<file path="src/rtl/reg_pwm_timer.sv">
// reg_pwm_timer: register-programmed PWM timer fed by the SPI register wrapper.
//
// All host control arrives on the flat config bus. All observation leaves on
// the flat status bus. The block also drives one registered PWM pin.
//
// Ports:
//   clk          single clock
//   rstb         synchronous active-low reset
//   ena          clock enable; when low every register holds its value
//   config_regs  flat config bus, reg n at [n*REG_WIDTH +: REG_WIDTH]
//                  cfg0 CTRL  : bit0 EN, bit1 ONESHOT, bit2 INV, bit3 CLR (rising edge)
//                  cfg1 PRESC : tick every PRESC+1 clocks (read live)
//                  cfg2 PERIOD: counter runs 0..PERIOD (shadowed)
//                  cfg3 DUTY  : compare value (shadowed)
//   status_regs  flat status bus, same packing
//                  st0 counter, st1 wrap count, st2 flags, st3 block ID 0xA1
//                  st2 flags  : bit0 RUNNING, bit1 pwm_out, bit2 WRAP_STICKY,
//                               bit3 DONE_STICKY, bit4 WCNT_OVF_STICKY
//   pwm_out      registered PWM output
//
// Build option: define REG_PWM_TIMER_WRAP_COUNT_EN to implement the wrap
// counter (st1) and WCNT_OVF_STICKY. Without it, both read as zero.
//
// Handshake: there is none. Config is level-sampled every enabled clock and
// status is a continuous register view; only CLR is edge-qualified.

module reg_pwm_timer #(
  parameter int NUM_CFG    = 8,
  parameter int NUM_STATUS = 8,
  parameter int REG_WIDTH  = 8
) (
  input  logic                            clk,
  input  logic                            rstb,
  input  logic                            ena,
  input  logic [NUM_CFG*REG_WIDTH-1:0]    config_regs,
  output logic [NUM_STATUS*REG_WIDTH-1:0] status_regs,
  output logic                            pwm_out
);

  localparam int W = REG_WIDTH;
  localparam logic [W-1:0] BLOCK_ID = W'(8'hA1);

  typedef enum logic [1:0] {
    ST_IDLE = 2'd0,
    ST_RUN  = 2'd1,
    ST_DONE = 2'd2
  } state_t;

  state_t         state;
  logic [W-1:0]   counter;
  logic [W-1:0]   presc_cnt;
  logic [W-1:0]   period_s;
  logic [W-1:0]   duty_s;
  logic           wrap_sticky;
  logic           done_sticky;
  logic           clr_q;
  logic [W-1:0]   wcnt;
  logic           ovf_sticky;

  // Config decode
  logic           en;
  logic           oneshot;
  logic           inv;
  logic           clr_bit;
  logic [W-1:0]   presc;
  logic [W-1:0]   period;
  logic [W-1:0]   duty;

  assign en      = config_regs[0];
  assign oneshot = config_regs[1];
  assign inv     = config_regs[2];
  assign clr_bit = config_regs[3];
  assign presc   = config_regs[1*W +: W];
  assign period  = config_regs[2*W +: W];
  assign duty    = config_regs[3*W +: W];

  // Reserved CTRL bits and cfg4+ are intentionally ignored.
  logic unused_cfg;
  assign unused_cfg = ^config_regs;

  logic tick;
  logic wrap;
  logic clr_rise;
  logic pwm_raw;

  // A tick only happens while RUN stays enabled; an EN drop wins over counting.
  assign tick     = (state == ST_RUN) && en && (presc_cnt == presc);
  assign wrap     = tick && (counter == period_s);
  assign clr_rise = clr_bit && !clr_q;
  assign pwm_raw  = (state == ST_RUN) && (counter < duty_s);

  // Main FSM, counting datapath and sticky flags
  always_ff @(posedge clk) begin
    if (!rstb) begin
      state       <= ST_IDLE;
      counter     <= '0;
      presc_cnt   <= '0;
      period_s    <= '0;
      duty_s      <= '0;
      wrap_sticky <= 1'b0;
      done_sticky <= 1'b0;
      clr_q       <= 1'b0;
      pwm_out     <= 1'b0;
    end else if (ena) begin
      clr_q   <= clr_bit;
      pwm_out <= pwm_raw ^ inv;

      // Set events take priority over a coincident CLR edge.
      if (wrap)          wrap_sticky <= 1'b1;
      else if (clr_rise) wrap_sticky <= 1'b0;

      if (wrap && oneshot) done_sticky <= 1'b1;
      else if (clr_rise)   done_sticky <= 1'b0;

      case (state)
        ST_IDLE: begin
          if (en) begin
            state     <= ST_RUN;
            counter   <= '0;
            presc_cnt <= '0;
            period_s  <= period;
            duty_s    <= duty;
          end
        end
        ST_RUN: begin
          if (!en) begin
            state     <= ST_IDLE;
            counter   <= '0;
            presc_cnt <= '0;
          end else if (tick) begin
            presc_cnt <= '0;
            if (counter == period_s) begin
              // Shadows reload only here so the output never glitches mid-period.
              counter  <= '0;
              period_s <= period;
              duty_s   <= duty;
              if (oneshot) state <= ST_DONE;
            end else begin
              counter <= counter + W'(1);
            end
          end else begin
            presc_cnt <= presc_cnt + W'(1);
          end
        end
        ST_DONE: begin
          // Counter holds; a restart needs EN to drop first.
          if (!en) begin
            state     <= ST_IDLE;
            counter   <= '0;
            presc_cnt <= '0;
          end
        end
        default: begin
          state     <= ST_IDLE;
          counter   <= '0;
          presc_cnt <= '0;
        end
      endcase
    end
  end

`ifdef REG_PWM_TIMER_WRAP_COUNT_EN
  // A wrap coinciding with a CLR edge counts from zero, so the count reads 1.
  always_ff @(posedge clk) begin
    if (!rstb) begin
      wcnt       <= '0;
      ovf_sticky <= 1'b0;
    end else if (ena) begin
      if (wrap)          wcnt <= (clr_rise ? '0 : wcnt) + W'(1);
      else if (clr_rise) wcnt <= '0;

      if (wrap && !clr_rise && (wcnt == '1)) ovf_sticky <= 1'b1;
      else if (clr_rise)                     ovf_sticky <= 1'b0;
    end
  end
`else
  assign wcnt       = '0;
  assign ovf_sticky = 1'b0;
`endif

  // Status view, straight from registers
  logic [W-1:0] flags;

  always_comb begin
    flags    = '0;
    flags[0] = (state == ST_RUN);
    flags[1] = pwm_out;
    flags[2] = wrap_sticky;
    flags[3] = done_sticky;
    flags[4] = ovf_sticky;

    status_regs          = '0;
    status_regs[0*W +: W] = counter;
    status_regs[1*W +: W] = wcnt;
    status_regs[2*W +: W] = flags;
    status_regs[3*W +: W] = BLOCK_ID;
  end

endmodule

</file>
<file path="config.mk">
export PLATFORM = sky130hd
export DESIGN_NAME = reg_pwm_timer
export DESIGN_NICKNAME = d
export VERILOG_FILES = /design/src/rtl/reg_pwm_timer.sv
export SDC_FILE = /design/constraint.sdc
export NUM_CORES = 1
export LEC_CHECK = 0
export ABC_AREA = 1
export CAP_MARGIN = 20
export CELL_PAD_IN_SITES_DETAIL_PLACEMENT = 0
export CELL_PAD_IN_SITES_GLOBAL_PLACEMENT = 1
export CORE_UTILIZATION = 29
export DETAILED_ROUTE_END_ITERATION = 10
export PLACE_DENSITY = 0.92
export SYNTH_ARGS = -nofsm -noshare
export SYNTH_HDL_FRONTEND = slang
export SYNTH_SLANG_ARGS = --single-unit
</file>
<file path="constraint.sdc">
create_clock -name clk -period 2.27 [get_ports clk]
set_input_delay 0.681 -clock clk [delete_from_list [all_inputs] [get_ports clk]]
set_output_delay 0.681 -clock clk [all_outputs]
set_load 0.005 [all_outputs]
</file>
==> summary.txt <==
Run status
  • Status: complete, no violations

Clocking
  • Post-CTS Setup Inserts: 0
  • Worst-Skew Late Latency: around 0.29 ns
  • Clk root buf: clkbuf_8
  • Clk slew on worst S/H paths: 0.08 ns
  • H-tree levels: 2
  • CTS buffer count: 5
  • TritonCTS clock tree: yes
  • Clock tree buffer depth: 2
  • Clock sink total: 38

STA
  • Max-slew violation count: 0
  • Final Skew: 0.00593 ns
  • Period minus WS final: between 2 and 2.5 ns
  • WHS: between 0.4 and 0.5 ns
  • Fmax achieved: ~0.47 GHz
  • Post-route setup TNS: 0 ns
  • Final Hold Fails: 0
  • Setup violations, final: 0
  • RSZ-0062 raised after global routing: false
  • Fin crit share: ~93%

Drt
  • Routed Antenna Nets: 0
  • Routed wire length: between 5000 and 6000 µm
  • DRC Markers: 0
  • Via density: ~4
  • DRT iter0 DRCs: approximately 120
  • Wire length per cell: around 9.4 µm
  • Vias: about 2500
  • First-pass iteration count of the detailed router: 4

Floorplan
  • Full die area: about 0.010 mm²
  • Top Ports: about 130
  • Core Area: slightly above 0.009 mm²
  • FP Rows: 35
  • Die Height: between 90 and 100 µm
  • Chip width: approximately 100 µm
  • Initial Util: approximately 30%

Global route
  • Initial antenna violation count: 0
  • Vias in the first global route: 2244
  • All-Layer GR Usage: 12.4%
  • Remaining global-route overflow: 0
  • Largest net degree at the start of global routing: 33
  • First-pass GRT wire length: 9940 µm

Min path
  • Min-Delay Startpoint: clr_q$_SDFFE_PN0P_
  • Worst Hold Depth: 2
  • Min-delay worst type: reg2reg
  • Hold Path End: clr_q$_SDFFE_PN0P_

Yosys
  • Synthesized cell area: 0.00278 mm²
  • Post-synth EDFFs: 0
  • Ys Warns: 0
  • Top FF cell, synth: dfxtp_1
  • Top post-synthesis cells by count: nand2_1, inv_1, buf_4
  • Yosys top cell by area: dfxtp_1
  • Avg Cell Area, Syn: around 6.2 µm²
  • Post-synth ARST share: 0%
  • Sequential-to-total area share from yosys stat: between 20% and 30%
  • Synth top area cells: dfxtp_1, buf_4, nand2_1
  • Post-Syn Instances: between 400 and 500
  • Count leader, synth: nand2_1
  • Cell variety after synth: 26
  • Synth top area share: between 20% and 30%
  • #FFs+latches synth: 38

Worst setup path
  • Critical path startpoint category: flop
  • R2r endpoint: duty_s[7]$_SDFFE_PN0P_
  • CP max FO: 5
  • Crit Path Category: reg2out
  • Reg2reg start: counter[2]$_SDFFE_PN0P_
  • WP data required: between 1.5 and 2 ns
  • Critical Path End Type: output port
  • R2r worst-path depth: 12
  • R2R setup slack: 0.42 ns
  • Critical path arrival: 1.43 ns

Pwr
  • Int Power: roughly 1.4 mW
  • Leakage: between 1.5 and 2 nW
  • Pwr/cell area: slightly below 600 mW/mm²
  • VDD IR max: 0.000220 V
  • Net Sw Power: ~0.60 mW
  • Logic pwr share: 26.9%
  • Sequential power share: 38.2%
  • Switching Fraction: between 30% and 40%
  • Clock Power Share: a little over a third

Final layout
  • Syn-to-layout area delta: 21.0%
  • Nets: 573
  • Layout Utilization: between 30 and 40%
  • Post-Layout Cell Count: between 600 and 700
  • Inserted Diodes: 0
  • Share of cells above drive strength 1: under 10%

Placement
  • Placer Congestion: 0.816
  • DPL Wire Length: between 4000 and 5000 µm
  • Placed Cells incl. Taps: 619
  • IO buf count: 43

Flow run
  • Max Cap Viol: 0
==> stage by stage <==
| stage | area [µm²] | total power, mW | setup WS [ns] |
|---|---|---|---|
| floorplan | 2970 | 1.19 | 0.540 |
| global placement | 3220 | 1.29 | -0.0971 |
| detailed placement | 3220 | 1.31 | -0.143 |
| CTS | 3360 | 2.01 | 0.0549 |
| global route | 3360 | 2.12 | 0.0367 |
| finish | 3360 | 1.99 | 0.162 |
==> registers in the layout, summed over array words and instances, names as in the netlist <==
name         flops
duty_s           8
period_s         8
pwm_out          1
state            2
presc_cnt        8
done_sticky      1
clr_q            1
counter          8
wrap_sticky      1
==> kinds of logic after synthesis <==
kind of cell	synth area share [%]
simple gates	32.6
xor+xnor	1.26
fa+ha+maj	4.05
flops	27.4
compound gates	7.79
other cells	0.270
buf+inv	26.7
==> layout make-up <==
| class | count | area, µm² |
|---|---|---|
| multi-input combinational | 320 | 1470 |
| sequential | 38 | 761 |
| clock inverter | 3 | 68.8 |
| tap | 129 | 161 |
| fill | 965 | 5880 |
| inverter | 74 | 278 |
| timing repair buffer | 58 | 556 |
| clock buffer | 5 | 68.8 |
==> placed cells by master (no fill, tap or decap), types with 2 or more instances in the layout <==
| cell type | netlist | routed |
|---|---|---|
| buf_4 | 56 | 14 |
| xnor2_1 | 2 | 2 |
| clkbuf_8 | 0 | 5 |
| ha_1 | 9 | 9 |
| inv_1 | 70 | 70 |
| dfxtp_1 | 38 | 38 |
| nand4_1 | 4 | 4 |
| or2_2 | 2 | 2 |
| nor2_1 | 47 | 47 |
| inv_2 | 4 | 4 |
| nand3b_1 | 2 | 2 |
| xor2_1 | 2 | 2 |
| bufinv_16 | 0 | 2 |
| nor3_1 | 10 | 10 |
| o21ai_0 | 6 | 6 |
| nand2_1 | 112 | 112 |
| conb_1 | 2 | 52 |
| nor2_2 | 4 | 3 |
| clkdlybuf4s50_1 | 0 | 43 |
| nand2_2 | 4 | 4 |
| a211oi_1 | 2 | 2 |
| nand3_1 | 29 | 29 |
| a21oi_1 | 31 | 31 |
==> power groups by stage <==
stage / Clock, mW / Combinational, mW / Sequential (mW)
finish: 0.694 / 0.535 / 0.759
global route: 0.737 / 0.611 / 0.767
CTS: 0.717 / 0.537 / 0.758
detailed placement: 0 / 0.534 / 0.774
global placement: 0 / 0.522 / 0.771
floorplan: 0 / 0.423 / 0.764
==> layer usage <==
| layer | track usage, % | share of wire, % |
|---|---|---|
| met4 | 4.52 | 1.5 |
| met2 | 21.0 | 45 |
| met3 | 2.99 | 5.9 |
| met5 | 0 | 0 |
| met1 | 15.2 | 47 |
==> timing repair <==
action | 4_1_cts | 5_1_grt
gates resized for setup | 0 | 1
hold buffers | 0 | 0
setup endpoints to repair | 0 | 1
==> critical path: stages, from the launching register on <==
cell,delay [ns]
dfxtp_1,0.35
inv_1,0.09
nor2_4,0.16
clkdlybuf4s50_1,0.53
==> how the worst max path moves through the flow <==
stage	start	end	slack [ns]	cells after the start
after floorplan	config_regs[0]	counter[2]$_SDFFE_PN0P_	0.54	9
after global placement	config_regs[15]	period_s[0]$_SDFFE_PN0P_	-0.1	13
after detailed placement	config_regs[15]	duty_s[7]$_SDFFE_PN0P_	-0.14	13
after CTS	state[0]$_SDFFE_PN0P_	status_regs[16]	0.05	3
after global routing	config_regs[15]	duty_s[5]$_SDFFE_PN0P_	0.04	13
final	state[0]$_SDFFE_PN0P_	status_regs[16]	0.16	3
Power figures use the tool's default switching activity.
